$ cat src/rtl/rv_uart_fifo_io.sv
// ============================================================================
//  Module   : rv_uart_fifo_io
//  Purpose  : Memory-mapped multi-channel 8N1 UART transmitter. Each channel
//             has its own byte FIFO, runtime baud divisor, STATUS and CTRL.
//  Revision : 1.0 - initial release
// ============================================================================
`default_nettype none

module rv_uart_fifo_io #(
    parameter int NUM_CH     = 2,
    parameter int FIFO_DEPTH = 16,
    parameter int CLOCK_FREQ = 25_000_000,
    parameter int BAUD_RATE  = 115_200,
    parameter int DIV_W      = 16
) (
    input  logic              clk,
    input  logic              rst,
    input  logic              io_wen,
    input  logic [31:0]       io_waddr,
    input  logic [31:0]       io_wdata,
    input  logic [3:0]        io_wstrb,
    input  logic              io_ren,
    input  logic [31:0]       io_raddr,
    output logic [31:0]       io_rdata,
    output logic [NUM_CH-1:0] uart_tx,
    output logic [NUM_CH-1:0] tx_irq
);

    localparam int              AW      = (FIFO_DEPTH > 1) ? $clog2(FIFO_DEPTH) : 1;
    localparam int              CW      = AW + 1;
    localparam logic [DIV_W-1:0] DIV_RST = DIV_W'(CLOCK_FREQ / BAUD_RATE - 1);

    typedef enum logic [1:0] {
        S_IDLE  = 2'd0,
        S_START = 2'd1,
        S_DATA  = 2'd2,
        S_STOP  = 2'd3
    } state_t;

    // Per-byte write mask for the DIV register, expanded from the strobes.
    logic [31:0]            w_bmask;
    logic [NUM_CH:0][31:0]  w_rchain;
    logic [31:0]            rdata_q;
    logic                   w_unused;

    assign w_bmask     = {{8{io_wstrb[3]}}, {8{io_wstrb[2]}}, {8{io_wstrb[1]}}, {8{io_wstrb[0]}}};
    assign w_rchain[0] = '0;
    assign w_unused    = ^{io_waddr[31:8], io_raddr[31:8], io_wdata, io_wstrb, w_bmask};

    generate
        for (genvar n = 0; n < NUM_CH; n++) begin : g_ch
            logic [7:0]       mem_q [FIFO_DEPTH];
            logic [AW-1:0]    wptr_q, wptr_d, rptr_q, rptr_d;
            logic [CW-1:0]    cnt_q, cnt_d;
            logic [DIV_W-1:0] div_q, div_d, bdiv_q, bdiv_d, bcnt_q, bcnt_d;
            logic             en_q, en_d, ie_q, ie_d, ovf_q, ovf_d;
            state_t           st_q, st_d;
            logic [2:0]       bit_q, bit_d;
            logic [7:0]       sh_q, sh_d;
            logic             tx_q, tx_d;
            logic             w_sel, w_push_req, w_flush, w_full, w_empty;
            logic             w_push, w_pop, w_bend, w_rsel;
            logic [31:0]      w_status, w_rval;

            assign w_sel      = io_wen && (io_waddr[7:4] == 4'(n)) && (io_waddr[1:0] == 2'b00);
            assign w_push_req = w_sel && (io_waddr[3:2] == 2'd0) && io_wstrb[0];
            assign w_flush    = w_sel && (io_waddr[3:2] == 2'd3) && io_wstrb[0] && io_wdata[2];
            assign w_full     = (cnt_q == CW'(FIFO_DEPTH));
            assign w_empty    = (cnt_q == '0);
            // Full test uses this cycle's count: a concurrent pop never makes room.
            assign w_push     = w_push_req && !w_full && !w_flush;
            assign w_bend     = (bcnt_q == bdiv_q);
            // Pop from IDLE, or straight out of the last STOP cycle for gap-free frames.
            assign w_pop      = en_q && !w_empty && !w_flush &&
                                ((st_q == S_IDLE) || ((st_q == S_STOP) && w_bend));

            // FIFO pointer and occupancy update; FLUSH discards everything queued.
            always_comb begin
                wptr_d = wptr_q;
                rptr_d = rptr_q;
                cnt_d  = cnt_q;
                if (w_flush) begin
                    rptr_d = wptr_q;
                    cnt_d  = '0;
                end else begin
                    if (w_push) wptr_d = wptr_q + 1'b1;
                    if (w_pop)  rptr_d = rptr_q + 1'b1;
                    cnt_d = cnt_q + CW'(w_push) - CW'(w_pop);
                end
            end

            // Register-file writes: DIV per byte, CTRL bits, sticky overflow flag.
            always_comb begin
                div_d = div_q;
                en_d  = en_q;
                ie_d  = ie_q;
                ovf_d = ovf_q;
                if (w_sel && (io_waddr[3:2] == 2'd1) && io_wstrb[0] && io_wdata[3]) ovf_d = 1'b0;
                if (w_push_req && w_full) ovf_d = 1'b1;
                if (w_sel && (io_waddr[3:2] == 2'd2))
                    div_d = (div_q & ~w_bmask[DIV_W-1:0]) | (io_wdata[DIV_W-1:0] & w_bmask[DIV_W-1:0]);
                if (w_sel && (io_waddr[3:2] == 2'd3) && io_wstrb[0]) begin
                    en_d = io_wdata[0];
                    ie_d = io_wdata[1];
                end
            end

            // Transmit FSM; the divisor is latched at START so mid-frame DIV writes wait.
            always_comb begin
                st_d   = st_q;
                bcnt_d = bcnt_q;
                bdiv_d = bdiv_q;
                bit_d  = bit_q;
                sh_d   = sh_q;
                tx_d   = tx_q;
                if (w_pop) begin
                    st_d   = S_START;
                    bcnt_d = '0;
                    bdiv_d = div_q;
                    sh_d   = mem_q[rptr_q];
                    tx_d   = 1'b0;
                end else begin
                    case (st_q)
                        S_IDLE: tx_d = 1'b1;
                        S_START: begin
                            if (w_bend) begin
                                st_d   = S_DATA;
                                bcnt_d = '0;
                                bit_d  = 3'd0;
                                tx_d   = sh_q[0];
                            end else begin
                                bcnt_d = bcnt_q + 1'b1;
                            end
                        end
                        S_DATA: begin
                            if (w_bend) begin
                                bcnt_d = '0;
                                if (bit_q == 3'd7) begin
                                    st_d = S_STOP;
                                    tx_d = 1'b1;
                                end else begin
                                    bit_d = bit_q + 1'b1;
                                    sh_d  = {1'b0, sh_q[7:1]};
                                    tx_d  = sh_q[1];
                                end
                            end else begin
                                bcnt_d = bcnt_q + 1'b1;
                            end
                        end
                        S_STOP: begin
                            if (w_bend) begin
                                st_d = S_IDLE;
                                tx_d = 1'b1;
                            end else begin
                                bcnt_d = bcnt_q + 1'b1;
                            end
                        end
                        default: st_d = S_IDLE;
                    endcase
                end
            end

            // FIFO storage; contents need no reset since the pointers define validity.
            always_ff @(posedge clk) begin
                if (w_push) mem_q[wptr_q] <= io_wdata[7:0];
            end

            // Channel state registers; reset aborts any frame and idles the line.
            always_ff @(posedge clk or posedge rst) begin
                if (rst) begin
                    wptr_q <= '0;
                    rptr_q <= '0;
                    cnt_q  <= '0;
                    div_q  <= DIV_RST;
                    en_q   <= 1'b1;
                    ie_q   <= 1'b0;
                    ovf_q  <= 1'b0;
                    st_q   <= S_IDLE;
                    bcnt_q <= '0;
                    bdiv_q <= '0;
                    bit_q  <= 3'd0;
                    sh_q   <= 8'd0;
                    tx_q   <= 1'b1;
                end else begin
                    wptr_q <= wptr_d;
                    rptr_q <= rptr_d;
                    cnt_q  <= cnt_d;
                    div_q  <= div_d;
                    en_q   <= en_d;
                    ie_q   <= ie_d;
                    ovf_q  <= ovf_d;
                    st_q   <= st_d;
                    bcnt_q <= bcnt_d;
                    bdiv_q <= bdiv_d;
                    bit_q  <= bit_d;
                    sh_q   <= sh_d;
                    tx_q   <= tx_d;
                end
            end

            assign w_status = {8'h00, 8'(cnt_q), 12'h000, ovf_q, (st_q != S_IDLE), w_full, w_empty};
            assign w_rsel   = (io_raddr[7:4] == 4'(n)) && (io_raddr[1:0] == 2'b00);
            assign w_rval   = !w_rsel                   ? 32'd0 :
                              (io_raddr[3:2] == 2'd1)   ? w_status :
                              (io_raddr[3:2] == 2'd2)   ? 32'(div_q) :
                              (io_raddr[3:2] == 2'd3)   ? {30'd0, ie_q, en_q} : 32'd0;
            assign w_rchain[n+1] = w_rchain[n] | w_rval;

            assign uart_tx[n] = tx_q;
            assign tx_irq[n]  = w_empty && (st_q == S_IDLE) && ie_q;
        end
    endgenerate

    // Registered read port; data holds until the next read strobe.
    always_ff @(posedge clk or posedge rst) begin
        if (rst)         rdata_q <= '0;
        else if (io_ren) rdata_q <= w_rchain[NUM_CH];
    end

    assign io_rdata = rdata_q;

endmodule

`default_nettype wire

$ cat config.mk
export PLATFORM = sky130hd
export DESIGN_NAME = rv_uart_fifo_io
export DESIGN_NICKNAME = d
export VERILOG_FILES = /design/src/rtl/rv_uart_fifo_io.sv
export SDC_FILE = /design/constraint.sdc
export NUM_CORES = 1
export LEC_CHECK = 0
export BUFFER_PORTS_ARGS = -buffer_cell sky130_fd_sc_hd__clkbuf_2
export CAP_MARGIN = 40
export CORE_MARGIN = 2
export CORE_UTILIZATION = 40
export DETAILED_ROUTE_END_ITERATION = 8
export PLACE_DENSITY_LB_ADDON = 0.25
export SYNTH_ARGS = -nofsm -noshare
export SYNTH_HDL_FRONTEND = slang
export SYNTH_SLANG_ARGS = --single-unit
$ cat constraint.sdc
create_clock -name clk -period 7.4 [get_ports clk]
set_input_delay 0 -clock clk [delete_from_list [all_inputs] [get_ports clk]]
set_output_delay 0 -clock clk [all_outputs]
set_load 0.03 [all_outputs]
==> flow_metrics.py, run 1 <==
metrics = {
    "status": {
        "status": "complete, no violations",
    },
    "grt": {
        "grt_pass1_vias": 11310,
        "antenna_found_initial": 2,
        "grtUsageTotal_pct": 17.29,
        "grt_overflow": 0,
        "grt_max_degree": 73,
        "grt_pass1_wl_um": 66070,
    },
    "floorplanning": {
        "start_util_pct": 40.28,
        "rows": 80,
        "dieWidth_um": 222.8,
        "io_pins": 140,
        "dieHeight_um": 222.8,
        "core_mm2": 0.04755,
        "fp.dieArea_mm2": 0.04964,
    },
    "place": {
        "dp.cells": 1944,
        "io_buffers": 62,
        "dpl.hpwl_um": 26800,
        "gp_congestion": 0.7759,
    },
    "synth": {
        "netlist_area_mm2": 0.01915,
        "ys_ff_latch": 433,
        "synth-edff-count": 256,
        "synth_ff_type": "edfxtp_1",
        "ys_top_cells_by_count": "edfxtp_1, dfrtp_1, mux4_2, nand2_1, mux2_2",
        "synth.avg_cell_area_um2": 14.71,
        "ys_warn_count": 0,
        "syn_inst": 1302,
        "async_flop_share_pct": 40.88,
        "synth_most_common_cell": "edfxtp_1",
        "yosys.area.top_type": "edfxtp_1",
        "ys_seq_area_share_pct": 63.35,
        "yosys.area.top_type_share_pct": 40.14,
        "synthTopCellsByArea": "edfxtp_1, dfrtp_1, mux4_2",
        "synth_cell_types": 71,
    },
    "clock_network": {
        "cts_max_level": 2,
        "clock_sinks": 433,
        "cts_buffer_depth": 3,
        "cts-buffers-inserted": 46,
        "clockRootBuffer": "clkbuf_16",
        "cts_setup_buffers": 0,
        "clk_pin_slew_ns": 0.06,
        "clk_latency_ns": 0.58,
        "cts_tree": "done",
    },
    "critical_path": {
        "start_kind": "flop",
        "cp_slowest_cell": "nand4_1",
        "crit_path_cell_trace": "xor2_1 > nor4_1 > nand4_1 > o31ai_4 > ha_1 > inv_1 > ha_1 > inv_1 > fa_1 > inv_1 > a21oi_1 > nor2_1 > or3_1 > a21oi_1",
        "crit_arrival_ns": 4.04,
        "end_kind": "flop",
        "cp_data_required_time_ns": 7.84,
        "cpMostUsedCell": "inv_1",
        "criticalPathCategory": "reg2reg",
        "crit_fanout": 15,
        "slowest_delay_ns": 0.65,
    },
    "cells_and_area": {
        "fill_cells": 4137,
        "fin_cells": 2058,
        "areaGrowthSynthToFinish_pct": 14.81,
        "drive_above_1_share_pct": 22.87,
        "nets": 1550,
        "antenna_cells": 0,
    },
    "route": {
        "drt-total-wl_um": 41910,
        "viasPerCell": 5.328,
        "via_count": 10970,
        "firstDrtPassIters": 5,
        "drc": 0,
        "drtIter0Drc": 727,
        "postRouteAntennaNets": 0,
        "wl_per_cell_um": 20.37,
    },
    "min_path": {
        "hp-class": "in2reg",
    },
    "sta": {
        "drv_slew": 0,
        "tightestPinTransition_ns": 0.8765,
        "fmax_ghz": 0.2779,
        "hold_ws_ns": 0.05798,
        "fin_worst_skew_ns": 0.02379,
        "hold_viol": 0,
        "period_share_pct": 48.62,
        "setup_viol": 0,
        "layout_min_cycle_time_ns": 3.598,
        "fin_tns_setup_ns": 0,
        "slew_headroom_pct": 41.35,
        "rsz0062_at_grt": "false",
    },
    "job": {
        "max_cap_viol_count": 0,
    },
    "pwr": {
        "power_density_mw_per_mm2": 305.8,
        "p_leak_uw": 0.008580,
        "vdd_drop_max_uv": 168.4,
    },
}
## critical path, delay by kind of cell, from the launching register on
| kind | cells | cell delay, ns |
|---|---|---|
| AND/OR/NAND/NOR | 4 | 1.31 |
| buffers and inverters | 3 | 0.17 |
| XOR/XNOR | 1 | 0.20 |
| flip-flops | 1 | 0.43 |
| AO/OA/AOI/OAI | 3 | 0.55 |
| adder cells (fa/ha/maj) | 3 | 0.82 |
## metrics by stage
stage | total power, uW | area [um2] | setup slack (ns) | utilization (%)
finish | 6724 | 21990 | 3.802 | 46.24
global route | 7083 | 21990 | 3.502 | 46.24
detailed placement | 4428 | 20160 | 3.793 | 42.39
floorplan | 4060 | 19190 | 2.618 | -
global placement | 4393 | 20090 | 3.801 | 42.26
CTS | 6820 | 21980 | 3.776 | 46.23
## power by group
| group | internal, uW | switching [uW] |
|---|---|---|
| sequential | 2700 | 119 |
| clock | 1420 | 938 |
| combinational | 688 | 860 |
## final timing paths
path / cells after the start / start / to / slack [ns]
worst max-delay path: 14 / g_ch[0].bcnt_q[4] / g_ch[0].cnt_q[4] / 3.80
worst min-delay path: 4 / io_waddr[6] / g_ch[0].cnt_q[3] / 0.06
worst max register to register: 14 / g_ch[0].bcnt_q[4] / g_ch[0].cnt_q[4] / 3.80
worst min register to register: 2 / g_ch[1].tx_q / g_ch[1].tx_q / 0.49
max in group asynchronous: 4 / rst / g_ch[0].rptr_q[0] / 6.05
min in group asynchronous: 3 / rst / g_ch[1].bcnt_q[14] / 0.07
## registers in the layout, indices dropped and copies added (netlist names), 4 cells and up, named ones only
name,flops
io_rdata,21
g_ch.bit_q,6
g_ch.st_q,4
g_ch.mem_q,256
g_ch.cnt_q,10
g_ch.wptr_q,8
g_ch.bdiv_q,32
g_ch.bcnt_q,32
g_ch.rptr_q,8
g_ch.sh_q,16
## timing repair
| item | in CTS | in global routing |
|---|---|---|
| gates resized for setup | 0 | 0 |
| endpoints found under the hold margin | 162 | 0 |
| endpoints found under the setup margin | 0 | 0 |
| hold buffers | 27 | 0 |
## cell families after synthesis
group                      synth area share, %
DFF                                      63.35
adders and majority gates                2.757
buffers and inverters                    2.979
other                                  0.01958
AOI/OAI and AO/OA                        6.318
muxes                                    15.00
xor gates and xnor gates                 2.241
and+or+nand+nor                          7.338
## per-layer routing
| metal | up-vias | GRT usage [%] | part of all wire, % | wire (um) |
|---|---|---|---|---|
| met1 | 5593 | 22.85 | 44 | 18510 |
| met4 | 0 | 4.741 | 1.6 | 690 |
| li1 | 5124 | - | - | - |
| met5 | - | 0 | 0 | 0 |
| met3 | 50 | 3.465 | 4.6 | 1929 |
| met2 | 198 | 29.13 | 50 | 20780 |
## layout by cell type, fill, tap and decap left out, types with 8 or more instances in the layout
master and n:
dfrtp_1 163, clkbuf_2 62, o31ai_1 8, a211oi_1 8, o21ai_0 50, nand3_1 23, xor2_1 39, mux4_2 73
and3_1 10, nand2b_1 11, or3_1 15, dlygate4sd3_1 27, clkbuf_16 47, dfstp_2 12, clkbuf_1 15, nand2_1 70
o22ai_1 17, a21oi_1 31, clkinv_2 8, a221oi_1 8, nor4_1 12, nor3_1 18, mux2i_1 45, inv_1 57
ha_1 39, edfxtp_1 256, conb_1 11, xnor2_1 10, nor2_1 64, mux2_2 69, buf_4 27
## final cells by class
type                    count  area, um2  area share (%)
inverters                  58      222.7           1.013
multi-input cells         749       6505           29.59
repair buffers            117      803.3           3.654
well taps                 615      769.5           3.500
clock inverters            20      264.0           1.201
clock buffers              66       1287           5.856
flip-flops and latches    433      12130           55.19
Note: power is estimated with default switching activity, not from simulation.
==> inputs of run 2 (changes only) <==
Clock period 7.4 ns to 3.77 ns, I/O delays scaled along.
==> run 2 against run 1 <==
Final cell count grew 0.34%; first-iteration DRC count grew 19%; combinational power grew 95%; clock skew grew 0.0054 ns; sequential share of layout area shrank 0.060 points; largest cell class unchanged; critical path type is now in2reg; via count grew 0.78%; utilization grew 0.050 points; clock power grew 88%; die area is the same; critical endpoint unchanged; critical path depth grew 3; total power grew 94%.
==> flow_metrics.py, run 2 (synthesized netlist as in run 1, its figures left out) <==
metrics = {
    "place": {
        "gp_congestion": 0.7806,
        "io_buffers": 62,
        "dpl.hpwl_um": 27040,
    },
    "pwr": {
        "vdd_drop_max_uv": 336.6,
        "power_density_mw_per_mm2": 593.5,
        "p_leak_uw": 0.008591,
    },
    "sta": {
        "fin_tns_setup_ns": 0,
        "hold_viol": 0,
        "drv_slew": 0,
        "fin_worst_skew_ns": 0.02922,
        "setup_viol": 0,
        "slew_headroom_pct": 40.83,
        "layout_min_cycle_time_ns": 3.307,
        "rsz0062_at_grt": "false",
        "tightestPinTransition_ns": 0.8824,
        "period_share_pct": 87.71,
        "fmax_ghz": 0.3024,
    },
    "status": {
        "status": "complete, no violations",
    },
    "route": {
        "wl_per_cell_um": 20.25,
        "via_count": 11050,
        "drc": 0,
        "postRouteAntennaNets": 0,
        "drtIter0Drc": 867,
        "firstDrtPassIters": 5,
        "drt-total-wl_um": 41820,
        "viasPerCell": 5.352,
    },
    "clock_network": {
        "clk_latency_ns": 0.60,
        "cts_tree": "done",
        "cts_max_level": 2,
        "post_cts_resize_count": 0,
        "cts-buffers-inserted": 47,
        "cts_buffer_depth": 3,
        "clock_sinks": 433,
        "clockRootBuffer": "clkbuf_16",
        "clk_pin_slew_ns": 0.06,
    },
    "grt": {
        "grt_max_degree": 54,
        "grt_pass1_wl_um": 66420,
        "grt_overflow": 0,
        "antenna_found_initial": 0,
        "grtUsageTotal_pct": 17.34,
        "grt_pass1_vias": 11460,
    },
    "critical_path": {
        "crit_path_cell_trace": "dlygate4sd3_1 > clkbuf_2 > nor4_2 > dlygate4sd3_1 > and4b_4 > or3_4 > o31ai_4 > ha_1 > inv_1 > ha_1 > inv_1 > fa_1 > inv_1 > a21oi_1 > nor2_1 > or3_1 > a21oi_1",
        "criticalPathCategory": "in2reg",
        "slowest_delay_ns": 0.64,
        "end_kind": "flop",
        "critPathBufInv": 6,
        "r2r_cells": 16,
        "cp.depth": 17,
        "start_kind": "input pin",
        "crit_fanout": 14,
        "cpMostUsedCell": "inv_1",
        "cp_data_required_time_ns": 4.27,
        "cp_slowest_cell": "dlygate4sd3_1",
        "crit_arrival_ns": 3.81,
        "critPathTopFamily": "buffers and inverters",
    },
    "min_path": {
        "holdPathStages": 4,
        "hp-class": "in2reg",
    },
    "cells_and_area": {
        "regMostFlops": "g_ch.mem_q",
        "areaGrowthSynthToFinish_pct": 14.94,
        "layout_commonest_cell": "edfxtp_1",
        "drive_above_1_share_pct": 23.31,
        "final_cell_mix": "edfxtp_1, dfrtp_1, mux4_2, nand2_1, mux2_2",
        "fin_util_pct": 46.29,
        "nets": 1556,
        "antenna_cells": 0,
        "largest_reg_flops": 256,
        "fill_cells": 4141,
        "top_regs": "g_ch.mem_q (256), g_ch.bcnt_q (32), g_ch.bdiv_q (32)",
    },
    "floorplanning": {
        "core_mm2": 0.04755,
        "io_pins": 140,
        "dieWidth_um": 222.8,
        "rows": 80,
        "start_util_pct": 40.28,
        "dieHeight_um": 222.8,
        "fp.dieArea_mm2": 0.04964,
    },
    "job": {
        "max_cap_viol_count": 0,
    },
}
[run 2: cell count changes in the layout (fill, tap and decap cells not counted), sizes merged]
cell and change:
clkbuf -1, clkinvlp +3, bufinv -4, inv -1
clkinv +5, buf +6, dlygate4sd3 -1
[run 2: through the flow]
step	total power, uW	cells	hold WS, ns	cell area, um2	setup WS [ns]
3_3_place_gp	8669	1948	0.2435	20210	0.5566
4_1_cts	13220	2065	0.003441	22010	0.4617
6_report	13060	2065	0.02300	22010	0.4632
3_5_place_dp	8735	1951	-0.07032	20260	0.5367
5_1_grt	13750	2065	0.01678	22010	0.2003
2_1_floorplan	7971	1312	0.09887	19190	0.4608
[run 2: worst paths after layout]
check	end	slack [ns]	from
worst min register to register	g_ch[1].tx_q	0.49	g_ch[1].tx_q
max in group asynchronous	g_ch[0].en_q	2.31	rst
min in group asynchronous	g_ch[1].bdiv_q[11]	0.47	rst
worst max-delay path	g_ch[0].cnt_q[4]	0.46	io_waddr[7]
worst max register to register	g_ch[1].cnt_q[4]	0.53	g_ch[1].cnt_q[3]
worst min-delay path	g_ch[0].cnt_q[3]	0.02	io_waddr[6]
[run 2: timing repair]
item                      CTS  global route
hold buffers               26             0
buffers inserted            0             0
hold endpoints to repair  264             0
[run 2: where the power goes]
part | internal (uW) | leakage, uW | switching, uW
clock network | 2540 | 0.000727 | 1900
logic | 1380 | 0.00325 | 1640
registers | 5290 | 0.00461 | 318
[run 2: final cells by class]
cell class,instances,area [um2],share of cell area [%]
Tap cell,615,769.5,3.496
Inverter,58,221.5,1.006
Multi-Input combinational cell,749,6505,29.55
Timing Repair Buffer,122,888.4,4.036
Sequential cell,433,12130,55.13
Clock inverter,23,207.7,0.9437
Clock buffer,65,1284,5.833
[run 2: layer usage]
| layer | vias up | track usage (%) | share of wire (%) |
|---|---|---|---|
| li1 | 5124 | - | - |
| met3 | 71 | 3.108 | 4.4 |
| met2 | 219 | 28.13 | 48 |
| met5 | - | 0 | 0 |
| met4 | 0 | 7.101 | 3.2 |
| met1 | 5637 | 23.16 | 45 |
[run 2: tightest hold or removal path, stage by stage]
cell	delay, ns
clkbuf_2	0.07
nor2b_1	0.08
and4b_4	0.29
nor2_1	0.11
